<file path="src/rtl/cofre_timelock_if.sv">
// cofre_timelock_if: switch inputs and LED/alarm outputs of the vault time-lock.
// master drives code/enter/door_open/mgr_key and reads the status outputs.
// slave (the controller) consumes the switches and drives hour/expediente/unlock/lockout/alarm/tries.
interface cofre_timelock_if;
    logic [3:0] code;
    logic       enter;
    logic       door_open;
    logic       mgr_key;
    logic [4:0] hour;
    logic       expediente;
    logic       unlock;
    logic       lockout;
    logic       alarm;
    logic [2:0] tries;
    modport master (
        output code, enter, door_open, mgr_key,
        input  hour, expediente, unlock, lockout, alarm, tries
    );
    modport slave (
        input  code, enter, door_open, mgr_key,
        output hour, expediente, unlock, lockout, alarm, tries
    );
endinterface

</file>
<file path="src/rtl/cofre_timelock.sv">
// cofre_timelock: vault hour clock, business-hours flag, timed unlock window, wrong-code lockout, sticky alarm.
// Ports: clk_2 clock, reset async active-high, bus (cofre_timelock_if.slave) carrying switches and outputs.
// Macro COFRE_LOCKOUT_EN builds the tries counter and LOCKOUT state; undefined ties tries/lockout to 0.
module cofre_timelock #(
    parameter int         TICKS_PER_HOUR = 30,
    parameter int         RESET_HOUR     = 8,
    parameter int         OPEN_HOUR      = 10,
    parameter int         CLOSE_HOUR     = 16,
    parameter logic [3:0] CODE           = 4'hA,
    parameter int         MAX_TRIES      = 3,
    parameter int         UNLOCK_CYCLES  = 8
) (
    input logic            clk_2,
    input logic            reset,
    cofre_timelock_if.slave bus
);
    localparam int PW = TICKS_PER_HOUR > 1 ? $clog2(TICKS_PER_HOUR) : 1;
    localparam int WW = $clog2(UNLOCK_CYCLES + 1);
    localparam logic [1:0] LOCKED   = 2'd0;
    localparam logic [1:0] UNLOCKED = 2'd1;
`ifdef COFRE_LOCKOUT_EN
    localparam logic [1:0] LOCKOUT  = 2'd2;
`endif
    logic [PW-1:0] presc;
    logic [4:0]    hour_q;
    logic [1:0]    state, state_n;
    logic [WW-1:0] win, win_n;
    logic          enter_q, mgr_q, alarm_q;
    logic          enter_edge, mgr_edge, expediente, presc_tc, alarm_set;
    assign enter_edge = bus.enter & ~enter_q;
    assign mgr_edge   = bus.mgr_key & ~mgr_q;
    assign expediente = hour_q >= 5'(OPEN_HOUR) && hour_q < 5'(CLOSE_HOUR);
    assign presc_tc   = presc == PW'(TICKS_PER_HOUR - 1);
    assign alarm_set  = bus.door_open & (state != UNLOCKED);
    assign bus.hour       = hour_q;
    assign bus.expediente = expediente;
    assign bus.unlock     = state == UNLOCKED;
    assign bus.alarm      = alarm_q;
`ifdef COFRE_LOCKOUT_EN
    logic [2:0] tries_q, tries_n;
    assign bus.tries   = tries_q;
    assign bus.lockout = state == LOCKOUT;
`else
    logic unused_cfg;
    assign unused_cfg  = |3'(MAX_TRIES);
    assign bus.tries   = '0;
    assign bus.lockout = 1'b0;
`endif
    // A simultaneous manager-key edge swallows the enter edge.
    always_comb begin
        state_n = state;
        win_n   = win;
`ifdef COFRE_LOCKOUT_EN
        tries_n = tries_q;
`endif
        if (state == UNLOCKED) begin
            win_n   = win - WW'(1);
            state_n = (!expediente || win == WW'(1)) ? LOCKED : UNLOCKED;
        end else if (state == LOCKED && enter_edge && !mgr_edge && expediente) begin
            if (bus.code == CODE) begin
                state_n = UNLOCKED;
                win_n   = WW'(UNLOCK_CYCLES);
`ifdef COFRE_LOCKOUT_EN
                tries_n = '0;
`endif
            end
`ifdef COFRE_LOCKOUT_EN
            else begin
                tries_n = tries_q + 3'd1;
                state_n = tries_n == 3'(MAX_TRIES) ? LOCKOUT : LOCKED;
            end
`endif
        end
`ifdef COFRE_LOCKOUT_EN
        else if (state == LOCKOUT && mgr_edge) begin
            state_n = LOCKED;
            tries_n = '0;
        end
`endif
    end
    always_ff @(posedge clk_2 or posedge reset) begin
        if (reset) begin
            presc   <= '0;
            hour_q  <= 5'(RESET_HOUR);
            state   <= LOCKED;
            win     <= '0;
            enter_q <= 1'b0;
            mgr_q   <= 1'b0;
            alarm_q <= 1'b0;
        end else begin
            presc   <= presc_tc ? '0 : presc + PW'(1);
            if (presc_tc)
                hour_q <= hour_q == 5'd23 ? 5'd0 : hour_q + 5'd1;
            state   <= state_n;
            win     <= win_n;
            enter_q <= bus.enter;
            mgr_q   <= bus.mgr_key;
            alarm_q <= alarm_set | (alarm_q & ~mgr_edge);
        end
    end
`ifdef COFRE_LOCKOUT_EN
    always_ff @(posedge clk_2 or posedge reset) begin
        if (reset)
            tries_q <= '0;
        else
            tries_q <= tries_n;
    end
`endif
endmodule

</file>
<file path="src/flat_wrapper.sv">
// flat-port wrapper written by rule: the top's interface ports become plain ports
module cofre_timelock_flat 
#(
    parameter int         TICKS_PER_HOUR = 30,
    parameter int         RESET_HOUR     = 8,
    parameter int         OPEN_HOUR      = 10,
    parameter int         CLOSE_HOUR     = 16,
    parameter logic [3:0] CODE           = 4'hA,
    parameter int         MAX_TRIES      = 3,
    parameter int         UNLOCK_CYCLES  = 8
)
  (clk_2, reset, bus_code, bus_enter, bus_door_open, bus_mgr_key, bus_hour, bus_expediente, bus_unlock, bus_lockout, bus_alarm, bus_tries);
  cofre_timelock_if bus_i ();
  input logic clk_2;
  input logic reset;
  input wire logic [$bits(bus_i.code)-1:0] bus_code;
  input wire logic [$bits(bus_i.enter)-1:0] bus_enter;
  input wire logic [$bits(bus_i.door_open)-1:0] bus_door_open;
  input wire logic [$bits(bus_i.mgr_key)-1:0] bus_mgr_key;
  output wire logic [$bits(bus_i.hour)-1:0] bus_hour;
  output wire logic [$bits(bus_i.expediente)-1:0] bus_expediente;
  output wire logic [$bits(bus_i.unlock)-1:0] bus_unlock;
  output wire logic [$bits(bus_i.lockout)-1:0] bus_lockout;
  output wire logic [$bits(bus_i.alarm)-1:0] bus_alarm;
  output wire logic [$bits(bus_i.tries)-1:0] bus_tries;
  assign bus_i.code = bus_code;
  assign bus_i.enter = bus_enter;
  assign bus_i.door_open = bus_door_open;
  assign bus_i.mgr_key = bus_mgr_key;
  assign bus_hour = bus_i.hour;
  assign bus_expediente = bus_i.expediente;
  assign bus_unlock = bus_i.unlock;
  assign bus_lockout = bus_i.lockout;
  assign bus_alarm = bus_i.alarm;
  assign bus_tries = bus_i.tries;
  cofre_timelock #(.TICKS_PER_HOUR(TICKS_PER_HOUR), .RESET_HOUR(RESET_HOUR), .OPEN_HOUR(OPEN_HOUR), .CLOSE_HOUR(CLOSE_HOUR), .CODE(CODE), .MAX_TRIES(MAX_TRIES), .UNLOCK_CYCLES(UNLOCK_CYCLES)) u_core (.clk_2(clk_2), .reset(reset), .bus(bus_i));
endmodule
</file>
<file path="config.mk">
export PLATFORM = sky130hd
export DESIGN_NAME = cofre_timelock_flat
export DESIGN_NICKNAME = d
export VERILOG_FILES = /design/src/rtl/cofre_timelock_if.sv /design/src/rtl/cofre_timelock.sv /design/src/flat_wrapper.sv
export SDC_FILE = /design/constraint.sdc
export NUM_CORES = 1
export LEC_CHECK = 0
export ABC_AREA = 0
export CAP_MARGIN = 25
export CORE_ASPECT_RATIO = 1.75
export CORE_MARGIN = 1
export CORE_UTILIZATION = 30
export CTS_CLUSTER_SIZE = 8
export DETAILED_ROUTE_END_ITERATION = 8
export SYNTH_ARGS = -nofsm -noshare
export SYNTH_HDL_FRONTEND = slang
export SYNTH_SLANG_ARGS = --single-unit
</file>
<file path="constraint.sdc">
create_clock -name clk_2 -period 1.4 [get_ports clk_2]
set_input_delay 0.42 -clock clk_2 [delete_from_list [all_inputs] [get_ports clk_2]]
set_output_delay 0.42 -clock clk_2 [all_outputs]
set_load 0.005 [all_outputs]
</file>
==> results of run 1 <==
[how the worst min path moves through the flow]
stage / to / depth (start not counted)
2_1_floorplan: u_core.bus.alarm$_DFF_PP0_ / 1
3_3_place_gp: u_core.presc[4]$_DFF_PP0_ / 1
3_5_place_dp: u_core.bus.alarm$_DFF_PP0_ / 2
4_1_cts: u_core.bus.alarm$_DFF_PP0_ / 2
5_1_grt: u_core.enter_q$_DFF_PP0_ / 1
6_report: u_core.enter_q$_DFF_PP0_ / 1
[Yosys cell counts, types with 2 or more instances]
master / n / area [µm²]
sky130_fd_sc_hd__a21o_1: 2 / 15.0
sky130_fd_sc_hd__a21oi_1: 3 / 15.0
sky130_fd_sc_hd__buf_4: 4 / 30.0
sky130_fd_sc_hd__dfrtp_1: 17 / 425
sky130_fd_sc_hd__ha_1: 5 / 62.6
sky130_fd_sc_hd__inv_1: 7 / 26.3
sky130_fd_sc_hd__nand2_1: 6 / 22.5
sky130_fd_sc_hd__nand2b_1: 2 / 12.5
sky130_fd_sc_hd__nand3_1: 4 / 20.0
sky130_fd_sc_hd__nor2_1: 6 / 22.5
sky130_fd_sc_hd__o21ai_0: 4 / 20.0
sky130_fd_sc_hd__xnor2_1: 3 / 26.3
sky130_fd_sc_hd__xor2_1: 2 / 17.5
[kinds of logic (layout without fill, tap and decap cells)]
group,Yosys count,count (layout),synth area share [%]
XOR/XNOR,5,5,4.84
other,1,4,0.414
multiplexers,3,3,4.00
AND/OR/NAND/NOR,25,25,16.9
adder cells (fa/ha/maj),5,5,6.91
AO/OA/AOI/OAI,13,13,9.12
flip-flops,18,18,49.9
buffers and inverters,13,47,8.01
[layout make-up]
cell class | count | share of cell area [%]
tap | 28 | 2.72
timing repair buffer | 36 | 24.2
inverter | 7 | 2.04
clock buffer | 4 | 3.50
multi-input combinational | 55 | 32.5
sequential | 18 | 35.1
[state kept, by name, summed over array words and instances (netlist names)]
| name | count |
|---|---|
| u_core.win | 4 |
| u_core.bus.alarm | 1 |
| u_core.mgr_q | 1 |
| u_core.bus.hour | 5 |
| u_core.presc | 5 |
| u_core.state | 1 |
| u_core.enter_q | 1 |
[timing repair]
| item | in CTS | in global routing |
|---|---|---|
| pin swaps | 4 | 5 |
| gates resized for setup | 22 | 10 |
| hold buffers | 0 | 0 |
| endpoints found under the setup margin | 15 | 9 |
| buffers inserted | 5 | 1 |
[power by group]
part | internal (mW) | total (mW) | leakage, nW | switching (mW)
combinational | 0.0260 | 0.0453 | 0.413 | 0.0193
sequential | 0.525 | 0.527 | 0.204 | 0.00165
clock | 0.202 | 0.358 | 0.0228 | 0.156
[routing by layer]
metal,vias up,track usage [%]
li1,349,-
met1,336,11.5
met2,16,23.1
met3,5,1.44
met4,0,6.25
met5,-,0
[critical path, delay by kind of cell, from the launching register on]
kind / cells / cell delay, ps
AND/OR/NAND/NOR: 2 / 170
flip-flops: 1 / 560
buffers and inverters: 1 / 110
[stage by stage]
| step | utilization (%) | instance area, µm² | instances | power [mW] | setup TNS [ps] |
|---|---|---|---|---|---|
| 5_1_grt | 44.5 | 1290 | 148 | 0.975 | -231 |
| 6_report | 44.5 | 1290 | 148 | 0.930 | -112 |
| 3_5_place_dp | 40.4 | 1170 | 138 | 0.585 | -2000 |
| 3_3_place_gp | 40.4 | 1170 | 138 | 0.584 | -1810 |
| 4_1_cts | 43.5 | 1260 | 147 | 0.946 | -241 |
| 2_1_floorplan | - | 917 | 86 | 0.559 | 0 |
==> impl_summary.txt, run 1 <==
----------------------------------------------------
[Critical path]
  Standard cell with the maximum stage delay on the critical path ... sky130_fd_sc_hd__dfstp_2
  Reg2Reg Setup Slack ... approximately 10 ps
  Setup Crit Path Kind ... reg2out
  Worst path max stage delay ... 560 ps
  Type of element capturing the critical path ... output pin
  Worst Setup SP ... u_core.bus.hour[3]$_DFFE_PP1N_
  Critical path peak fanout ... 2
  Startpoint Class ... flop
  Cell Chain, Critical Path ... nand2b_4 > nor2_4 > buf_2
  Worst path required time ... a little under 1000 ps
  Depth of the worst register-to-register path ... 5
  Worst setup path endpoint ... bus_expediente
  Crit Reg-Reg Endpoint ... u_core.bus.hour[3]$_DFFE_PP1N_
  Worst reg2reg startpoint ... u_core.presc[1]$_DFF_PP0_
  Signal arrival time at the worst endpoint ... approximately 1100 ps

[Routing]
  Post-detailed-route count of antenna-violating nets ... 0
  Post-detailed-route DRC marker count ... 0
  Iter 0 DRT Violations ... 22
  Routed met1 length ... around 660 µm
  First drt pass iteration count ... 2
  Routed length on met2 ... ~1100 µm
  Detail-routed via count per cell ... 4.77
  Vias after detailed routing ... 706
  Routed met3 length ... just under 60 µm
  Detail-routed net length per standard cell ... around 12 µm
  Total wire length after detailed routing ... between 1500 and 2000 µm
  Top layer reached by signal wires ... met4

[Finish]
  Share of post-route cells with drive strength above 1 ... slightly below 30%
  Net count, final ... ~140
  Relative area change from synthesis to final layout ... 42.1%
  Number of diodes added for antenna fixing ... 0
  Commonest non-fill, non-tap cells in the layout ... sky130_fd_sc_hd__buf_4 (17), sky130_fd_sc_hd__dfrtp_1 (17), sky130_fd_sc_hd__inv_1 (7), sky130_fd_sc_hd__clkdlybuf4s50_1 (7), sky130_fd_sc_hd__nand2_1 (6)
  Sequential cell area in the final layout ... 452 µm²
  Fill cells ... 280
  Area of the multi-input gates ... 418 µm²

[Global route]
  Number of antenna violations at the first check in global routing ... 0
  First-pass GRT wire length ... 2880 µm
  Global route overflow ... 0
  Largest net degree at the start of global routing ... 19
  Total GRT Usage ... a little under an eighth
  Vias in the first global route ... 735

[Run]
  Number of maximum-capacitance violations ... 0

[Outcome]
  Run status ... finished, violations left
  Violated checks ... negative setup slack

[Timing]
  Maximum clock skew at final layout ... 5.73 ps
  Hold Worst Slack ... 302 ps
  Pins over their slew limit ... 0
  Worst setup slack after layout ... -107 ps
  Final Cycle Share ... 108%
  RSZ-0062 raised after global routing ... yes
  Final Setup Violations ... 2
  Fmax ... 664 MHz
  Final critical path time including I/O delays and setup ... around 1500 ps
  Final number of hold-violating endpoints ... 0

[Pwr]
  Leakage power figure ... 0.640 nW
  Power density over cell area ... about 720 nW/µm²
  IR Drop Worst-Case VDD ... 0.546 mV

[Clock network]
  Number of buffers created by CTS ... 3
  TritonCTS clock tree ... done
  CTS Buffer Depth ... 2
  Clock latency on the worst-skew pair ... roughly 250 ps
  Clock sinks ... 18
  Clock edge transition at the registers on the reported setup and hold paths ... 70 ps
  CTS H-Tree Depth ... 1
  Root Buffer ... sky130_fd_sc_hd__clkbuf_8

[Logic synthesis]
  Synth Warn # ... 0
  Syn Area/Cell ... about 11 µm²
  Synthesized cell area ... slightly above 900 µm²
  Post-synthesis cell type count ... 31
  Asr flop ratio synth ... 100%
  Count of state elements after synthesis ... 18
  Sequential element share of the synthesized area ... roughly 50%
  Top flip-flop cell by instance count after synthesis ... sky130_fd_sc_hd__dfrtp_1
  Post-synth EDFFs ... 0
  Count of mapped cells out of synthesis ... between 80 and 90

[Die]
  Core Box Area ... a little under 3000 µm²
  DIE WIDTH ... between 40 and 50 µm
  Top Ports ... 21
  Standard-cell row count ... 26
  Height of the die ... 74.7 µm
  Initial core utilization ... 31.3%
  Die area ... approximately 3300 µm²

[Worst hold path]
  Worst Min Path Start ... bus_enter
  Worst min path class ... in2reg

[Placement]
  Routability congestion estimate ... 0.685
  IO buf count ... 16
  Detailed placer's ending HPWL ... 1340 µm
  Setup WS pre-CTS ... -295 ps

----------------------------------------------------
No activity file was read; power rests on OpenSTA's default activity.
==> run 2, diff against run 1 <==
--- a/config.mk
+++ b/config.mk
@@ -12,6 +12,7 @@
 export CORE_UTILIZATION = 30
 export CTS_CLUSTER_SIZE = 8
 export DETAILED_ROUTE_END_ITERATION = 8
+export SKIP_CTS_REPAIR_TIMING = 1
 export SYNTH_ARGS = -nofsm -noshare
 export SYNTH_HDL_FRONTEND = slang
 export SYNTH_SLANG_ARGS = --single-unit
==> run 2 against run 1 <==
Effect of this change:
- the flow still finishes with violations (negative setup slack)
- combinational power grew 2%
- clock skew down 1.1 ps
- via count down 0.42%
- clock power barely moved
- critical path type unchanged
- worst setup slack worse by 1.9 ps
- non-clock buffer count down 2
- hold slack better by 180 ps
- sequential cell count did not move
- largest cell class unchanged
- final cell count down 1.4%
- clock-buffer cell count stayed put
==> impl_summary.txt, run 2 (same netlist as run 1, synthesis figures left out) <==
----------------------------------------------------
[Outcome]
  Run status ... finished, violations left (unchanged)
  Violated checks ... negative setup slack (unchanged)

[Critical path]
  Setup Crit Path Kind ... reg2out (unchanged)
  Cell Chain, Critical Path ... nand2b_1 > nor2_2 > buf_2 (was nand2b_4 > nor2_4 > buf_2)
  Standard cell with the maximum stage delay on the critical path ... sky130_fd_sc_hd__dfstp_2 (unchanged)
  Startpoint Class ... flop (unchanged)
  Signal arrival time at the worst endpoint ... 1090 ps (about the same)
  Type of element capturing the critical path ... output pin (unchanged)
  Critical path peak fanout ... 2 (unchanged)
  Combined buffer and inverter count along the critical path ... 1 (unchanged)
  CP delay by family, top ... flip-flops (unchanged)
  Worst path max stage delay ... 540 ps (was 560 ps)
  Worst path required time ... 980 ps (about the same)

[Global route]
  Number of antenna violations at the first check in global routing ... 0 (unchanged)
  Global route overflow ... 0 (unchanged)
  Vias in the first global route ... 703 (was 735)
  Total GRT Usage ... 11.4% (was 11.8%)
  First-pass GRT wire length ... 2790 µm (was 2880 µm)
  Largest net degree at the start of global routing ... 19 (unchanged)

[Run]
  Number of maximum-capacitance violations ... 0 (unchanged)

[Pwr]
  IR Drop Worst-Case VDD ... 0.553 mV (was 0.546 mV)
  Part of the total power dissipated in sequential elements ... 56.5% (was 56.6%)
  Power density over cell area ... 729 nW/µm² (was 722 nW/µm²)
  Switching portion of total power ... 19.2% (was 19.1%)
  Final Power ... 0.933 mW (was 0.930 mW)
  Clock share of power ... 38.6% (was 38.5%)
  Total net switching power ... 0.179 mW (was 0.177 mW)
  Combinational cell fraction of total power ... 4.9% (about the same)
  Leakage power figure ... 0.698 nW (was 0.640 nW)
  Internal portion of total power ... 0.753 mW (about the same)

[Clock network]
  CTS H-Tree Depth ... 1 (unchanged)
  Number of buffers created by CTS ... 3 (unchanged)
  CTS Buffer Depth ... 2 (unchanged)
  Root Buffer ... sky130_fd_sc_hd__clkbuf_8 (unchanged)
  TritonCTS clock tree ... done (unchanged)
  Clock sinks ... 18 (unchanged)
  Clock latency on the worst-skew pair ... 250 ps (about the same)
  Clock edge transition at the registers on the reported setup and hold paths ... 70 ps (about the same)

[Placement]
  Routability congestion estimate ... 0.685 (unchanged)
  Standard cell area after detailed placement ... 1170 µm² (unchanged)
  Setup WS pre-CTS ... -295 ps (unchanged)
  Detailed placer's ending HPWL ... 1340 µm (unchanged)
  IO buf count ... 16 (unchanged)

[Finish]
  Most common library cell in the layout ignoring fill and taps ... sky130_fd_sc_hd__dfrtp_1
  Number of diodes added for antenna fixing ... 0 (unchanged)
  Share of post-route cells with drive strength above 1 ... 26.3% (was 29.2%)
  Net count, final ... 133 (was 135)
  Relative area change from synthesis to final layout ... 41.3% (was 42.1%)
  Area of all placed cells without fillers ... 1280 µm² (was 1290 µm²)
  Commonest non-fill, non-tap cells in the layout ... sky130_fd_sc_hd__dfrtp_1 (17), sky130_fd_sc_hd__buf_4 (16), sky130_fd_sc_hd__inv_1 (7), sky130_fd_sc_hd__clkdlybuf4s50_1 (7), sky130_fd_sc_hd__dlymetal6s2s_1 (7) (was sky130_fd_sc_hd__buf_4 (17), sky130_fd_sc_hd__dfrtp_1 (17), sky130_fd_sc_hd__inv_1 (7), sky130_fd_sc_hd__clkdlybuf4s50_1 (7), sky130_fd_sc_hd__nand2_1 (6))

[Timing]
  Final number of hold-violating endpoints ... 0 (unchanged)
  Final Setup Violations ... 1 (was 2)
  Final critical path time including I/O delays and setup ... 1510 ps (about the same)
  Fmax ... 663 MHz (was 664 MHz)
  Pins over their slew limit ... 0 (unchanged)
  RSZ-0062 raised after global routing ... yes (unchanged)
  Maximum clock skew at final layout ... 4.61 ps (was 5.73 ps)
  Worst setup slack after layout ... -108 ps (was -107 ps)
  Final Cycle Share ... 108% (about the same)

[Routing]
  First drt pass iteration count ... 2 (unchanged)
  Vias after detailed routing ... 703 (was 706)
  Post-detailed-route DRC marker count ... 0 (unchanged)
  Detail-routed net length per standard cell ... 11.9 µm (was 12.2 µm)
  Detail-routed via count per cell ... 4.82 (was 4.77)
  Iter 0 DRT Violations ... 28 (was 22)
  Post-detailed-route count of antenna-violating nets ... 0 (unchanged)
  Total wire length after detailed routing ... 1740 µm (was 1810 µm)

[Die]
  Height of the die ... 74.7 µm (unchanged)
  Core Box Area ... 2900 µm² (unchanged)
  DIE WIDTH ... 43.5 µm (unchanged)
  Standard-cell row count ... 26 (unchanged)
  Initial core utilization ... 31.3% (unchanged)
  Die area ... 3250 µm² (unchanged)
  Top Ports ... 21 (unchanged)

[Worst hold path]
  Worst min path class ... reg2reg (was in2reg)

----------------------------------------------------
-- run 2: cell types whose count changed in the layout (fill, tap and decap cells not counted), sizes merged --
cell / before / now
clkdlybuf4s15: 2 / 0
dlygate4sd2: 3 / 0
dlymetal6s2s: 1 / 7
buf: 22 / 20
clkbuf: 5 / 4
-- run 2: path summary, 6_finish.rpt --
path | start | to | slack (ps) | depth (start not counted)
worst max-delay path | u_core.bus.hour[3]$_DFFE_PP1N_ | bus_expediente | -110 | 3
worst min-delay path | u_core.bus.alarm$_DFF_PP0_ | u_core.bus.alarm$_DFF_PP0_ | 480 | 2
worst max register to register | u_core.presc[1]$_DFF_PP0_ | u_core.bus.hour[3]$_DFFE_PP1N_ | 20 | 5
worst min register to register | u_core.bus.alarm$_DFF_PP0_ | u_core.bus.alarm$_DFF_PP0_ | 480 | 2
max in group asynchronous | reset | u_core.bus.hour[3]$_DFFE_PP1N_ | 650 | 3
min in group asynchronous | reset | u_core.presc[3]$_DFF_PP0_ | 490 | 3
-- run 2: power groups by stage --
stage / logic [mW] / registers, mW / clock network (mW)
after floorplan: 0.0233 / 0.536 / 0
after global placement: 0.0475 / 0.536 / 0
after detailed placement: 0.0484 / 0.536 / 0
after CTS: 0.0485 / 0.527 / 0.372
after global routing: 0.0521 / 0.527 / 0.397
final: 0.0460 / 0.527 / 0.360
-- run 2: worst reg2reg max path: stages (launching register included) --
cell                      delay, ps
sky130_fd_sc_hd__dfrtp_1        380
sky130_fd_sc_hd__inv_1           60
sky130_fd_sc_hd__ha_2           170
sky130_fd_sc_hd__and4_4         290
sky130_fd_sc_hd__nand4_4         90
sky130_fd_sc_hd__mux2_4         300
-- run 2: layer usage --
| metal | GRT usage, % | wire length, µm |
|---|---|---|
| met5 | 0 | 0 |
| met4 | 6.25 | 33 |
| met3 | 1.44 | 52 |
| met2 | 22.4 | 1010 |
| met1 | 10.9 | 640 |
-- run 2: layout make-up --
cell class,instances,area (µm²)
multi-input combinational,55,405
fill,274,1620
clock buffer,4,45.0
timing repair buffer,34,317
tap,28,35.0
sequential,18,452
inverter,7,26.3
-- run 2: per-stage QoR --
step	hold WS, ps	instances	utilization, %	TNS, ps
after floorplan	358	86	-	0
after global placement	470	138	40.4	-1810
after detailed placement	479	138	40.4	-2000
after CTS	495	142	42.0	-2500
after global routing	511	146	44.2	-199
final	482	146	44.2	-108
==> run 3, diff against run 2 <==
--- a/config.mk
+++ b/config.mk
@@ -5,13 +5,15 @@
 export SDC_FILE = /design/constraint.sdc
 export NUM_CORES = 1
 export LEC_CHECK = 0
-export ABC_AREA = 0
+export ABC_AREA = 1
 export CAP_MARGIN = 25
 export CORE_ASPECT_RATIO = 1.75
 export CORE_MARGIN = 1
 export CORE_UTILIZATION = 30
+export CTS_BUF_LIST = sky130_fd_sc_hd__clkbuf_16
 export CTS_CLUSTER_SIZE = 8
 export DETAILED_ROUTE_END_ITERATION = 8
+export DONT_BUFFER_PORTS = 1
 export SKIP_CTS_REPAIR_TIMING = 1
 export SYNTH_ARGS = -nofsm -noshare
 export SYNTH_HDL_FRONTEND = slang
==> run 3 against run 2 <==
Effect of this change:
- largest cell class unchanged
- die area grew 2.9%
- combinational power shrank 46%
- global-route usage shrank 0.32 points
- highest routed layer is now met3
- the flow finishes with violations (design-rule violations, negative setup slack)
==> impl_summary.txt, run 3 <==
----------------------------------------------------
[Outcome]
  Run status ... finished, violations left (unchanged)
  Violated checks ... design-rule violations, negative setup slack (was negative setup slack)

[Timing]
  Final Cycle Share ... 102% (was 108%)
  Maximum clock skew at final layout ... 2.14 ps (was 4.61 ps)
  Fmax ... 697 MHz (was 663 MHz)
  RSZ-0062 raised after global routing ... yes (unchanged)
  Final Setup Violations ... 1 (unchanged)
  Setup tns final ... -34.3 ps (was -108 ps)
  Final critical path time including I/O delays and setup ... 1430 ps (was 1510 ps)
  Pins over their slew limit ... 0 (unchanged)
  Final number of hold-violating endpoints ... 0 (unchanged)
  Worst setup slack after layout ... -34.3 ps (was -108 ps)

[Critical path]
  Worst reg2reg startpoint ... u_core.presc[1]$_DFF_PP0_ (unchanged)
  Worst Setup SP ... u_core.bus.hour[3]$_DFFE_PP1N_ (unchanged)
  Setup Crit Path Kind ... reg2out (unchanged)
  Combined buffer and inverter count along the critical path ... 0 (was 1)
  Standard cell with the maximum stage delay on the critical path ... sky130_fd_sc_hd__dfstp_2 (unchanged)
  Signal arrival time at the worst endpoint ... 1010 ps (was 1090 ps)
  Worst path required time ... 980 ps (about the same)
  CP delay by family, top ... flip-flops (unchanged)
  Startpoint Class ... flop (unchanged)
  Cell Chain, Critical Path ... nand2_2 > nor2_4 (was nand2b_1 > nor2_2 > buf_2)
  Critical path peak fanout ... 4 (was 2)
  Type of element capturing the critical path ... output pin (unchanged)
  Worst path max stage delay ... 560 ps (was 540 ps)

[Logic synthesis]
  Count of mapped cells out of synthesis ... 108 (was 83)
  Count of state elements after synthesis ... 18 (unchanged)
  Cell type contributing the most total cell area after synthesis ... sky130_fd_sc_hd__dfrtp_1 (unchanged)
  Synth top area share ... 45.6% (was 47.0%)
  Most instantiated cells after synthesis ... sky130_fd_sc_hd__nand2_1 (24), sky130_fd_sc_hd__dfrtp_1 (17), sky130_fd_sc_hd__inv_1 (15) (was sky130_fd_sc_hd__dfrtp_1 (17), sky130_fd_sc_hd__inv_1 (7), sky130_fd_sc_hd__nand2_1 (6), sky130_fd_sc_hd__nor2_1 (6), sky130_fd_sc_hd__ha_1 (5))
  Syn Area/Cell ... 8.64 µm² (was 10.9 µm²)
  Asr flop ratio synth ... 100% (unchanged)
  Sequential element share of the synthesized area ... 48.4% (was 49.9%)
  Top-count cell post-synth ... sky130_fd_sc_hd__nand2_1 (was sky130_fd_sc_hd__dfrtp_1)
  Synthesized cell area ... 933 µm² (was 906 µm²)
  Synth Warn # ... 0 (unchanged)
  Post-synthesis cell type count ... 20 (was 31)
  Top flip-flop cell by instance count after synthesis ... sky130_fd_sc_hd__dfrtp_1 (unchanged)
  Post-synth EDFFs ... 0 (unchanged)
  Synth top area cells ... sky130_fd_sc_hd__dfrtp_1 (46%), sky130_fd_sc_hd__nand2_1 (9.7%), sky130_fd_sc_hd__ha_1 (6.7%) (was sky130_fd_sc_hd__dfrtp_1 (47%), sky130_fd_sc_hd__ha_1 (6.9%), sky130_fd_sc_hd__buf_4 (3.3%))

[Routing]
  Total wire length after detailed routing ... 1650 µm (was 1740 µm)
  Post-detailed-route DRC marker count ... 2 (was 0)
  Detail-routed net length per standard cell ... 11.7 µm (was 11.9 µm)
  Detail-routed via count per cell ... 4.86 (was 4.82)
  Vias after detailed routing ... 685 (was 703)
  Post-detailed-route count of antenna-violating nets ... 0 (unchanged)
  Iter 0 DRT Violations ... 25 (was 28)
  First drt pass iteration count ... 8 (was 2)

[Placement]
  Setup WS pre-CTS ... 97.0 ps (was -295 ps)
  Detailed placer's ending HPWL ... 1270 µm (was 1340 µm)
  Routability congestion estimate ... 0.759 (was 0.685)
  IO buf count ... 0 (was 16)

[Clock network]
  Number of buffers created by CTS ... 3 (unchanged)
  Clock edge transition at the registers on the reported setup and hold paths ... 50 ps (was 70 ps)
  Root Buffer ... sky130_fd_sc_hd__clkbuf_16 (was sky130_fd_sc_hd__clkbuf_8)
  Clock latency on the worst-skew pair ... 250 ps (about the same)
  CTS H-Tree Depth ... 1 (unchanged)
  Clock sinks ... 18 (unchanged)
  TritonCTS clock tree ... done (unchanged)
  CTS Buffer Depth ... 2 (unchanged)

[Finish]
  Sequential cell area in the final layout ... 453 µm² (was 452 µm²)
  Number of diodes added for antenna fixing ... 0 (unchanged)
  Fill cells ... 294 (was 274)
  Net count, final ... 128 (was 133)
  Commonest non-fill, non-tap cells in the layout ... sky130_fd_sc_hd__nand2_1 (23), sky130_fd_sc_hd__inv_1 (16), sky130_fd_sc_hd__dfrtp_1 (16) (was sky130_fd_sc_hd__dfrtp_1 (17), sky130_fd_sc_hd__buf_4 (16), sky130_fd_sc_hd__inv_1 (7), sky130_fd_sc_hd__clkdlybuf4s50_1 (7), sky130_fd_sc_hd__dlymetal6s2s_1 (7))
  Relative area change from synthesis to final layout ... 12.6% (was 41.3%)
  Area of the multi-input gates ... 405 µm² (unchanged)
  Most common library cell in the layout ignoring fill and taps ... sky130_fd_sc_hd__nand2_1 (was sky130_fd_sc_hd__dfrtp_1)
  Share of post-route cells with drive strength above 1 ... 14.2% (was 26.3%)

[Die]
  Core Box Area ... 2930 µm² (was 2900 µm²)
  Top Ports ... 21 (unchanged)
  Initial core utilization ... 31.9% (was 31.3%)
  Height of the die ... 75.8 µm (was 74.7 µm)
  Die area ... 3350 µm² (was 3250 µm²)
  Standard-cell row count ... 26 (unchanged)
  DIE WIDTH ... 44.2 µm (was 43.5 µm)

[Global route]
  Largest net degree at the start of global routing ... 19 (unchanged)
  First-pass GRT wire length ... 2750 µm (was 2790 µm)
  Number of antenna violations at the first check in global routing ... 0 (unchanged)
  Global route overflow ... 0 (unchanged)
  Total GRT Usage ... 11.1% (was 11.4%)
  Vias in the first global route ... 683 (was 703)

[Worst hold path]
  Worst min path class ... in2async (was reg2reg)

[Pwr]
  Power density over cell area ... 1060 nW/µm² (was 729 nW/µm²)
  Leakage power figure ... 0.528 nW (was 0.698 nW)
  IR Drop Worst-Case VDD ... 0.524 mV (was 0.553 mV)

[Run]
  Number of maximum-capacitance violations ... 0 (unchanged)

----------------------------------------------------
[run 3: stage by stage]
stage / std cells / cell area [µm²] / total power [mW] / hold slack, ps / util, %
finish: 141 / 1050 / 1.12 / 79.1 / 35.9
floorplan: 111 / 945 / 0.563 / 358 / -
global route: 141 / 1050 / 1.17 / 89.8 / 35.9
CTS: 140 / 1030 / 1.13 / 90.0 / 35.3
global placement: 136 / 953 / 0.562 / 347 / 32.6
detailed placement: 136 / 953 / 0.563 / 350 / 32.6
[run 3: routing by layer]
metal | wire length, µm | part of all wire (%) | track usage [%]
met5 | 0 | 0 | 0
met3 | 65 | 3.9 | 2.13
met4 | 0 | 0 | 6.06
met1 | 624 | 38 | 11.6
met2 | 956 | 58 | 20.1
[run 3: final timing paths]
| kind | cells after the start | slack (ps) | to |
|---|---|---|---|
| setup / recovery | 2 | -30 | bus_expediente |
| hold / removal | 2 | 80 | u_core.mgr_q$_DFF_PP0_ |
| setup reg to reg | 6 | 120 | u_core.bus.hour[4]$_DFFE_PP0N_ |
| hold reg to reg | 1 | 490 | u_core.presc[0]$_DFF_PP0_ |
| max in group asynchronous | 2 | 1060 | u_core.bus.hour[3]$_DFFE_PP1N_ |
| min in group clk_2 | 0 | 200 | u_core.mgr_q$_DFF_PP0_ |
[run 3: power by group]
group	switching, mW	internal [mW]
sequential	0.00259	0.526
clock	0.183	0.379
combinational	0.0187	0.00619
total	0.204	0.911
[run 3: cell type report]
cell class	count	area share, %
well taps	28	3.33
clock buffers	3	7.14
clock inverters	1	0.357
flip-flops and latches	18	43.1
inverters	15	5.36
multi-input cells	73	38.6
repair buffers	3	2.14
[run 3: logic make-up after synthesis]
family	after synthesis	share of synthesized area (%)
and+or+nand+nor	53	25.5
buffers and inverters	20	10.5
DFF	18	48.4
AOI/OAI and AO/OA	7	4.83
adders and majority gates	5	6.70
xor gates and xnor gates	4	3.75
other	1	0.402
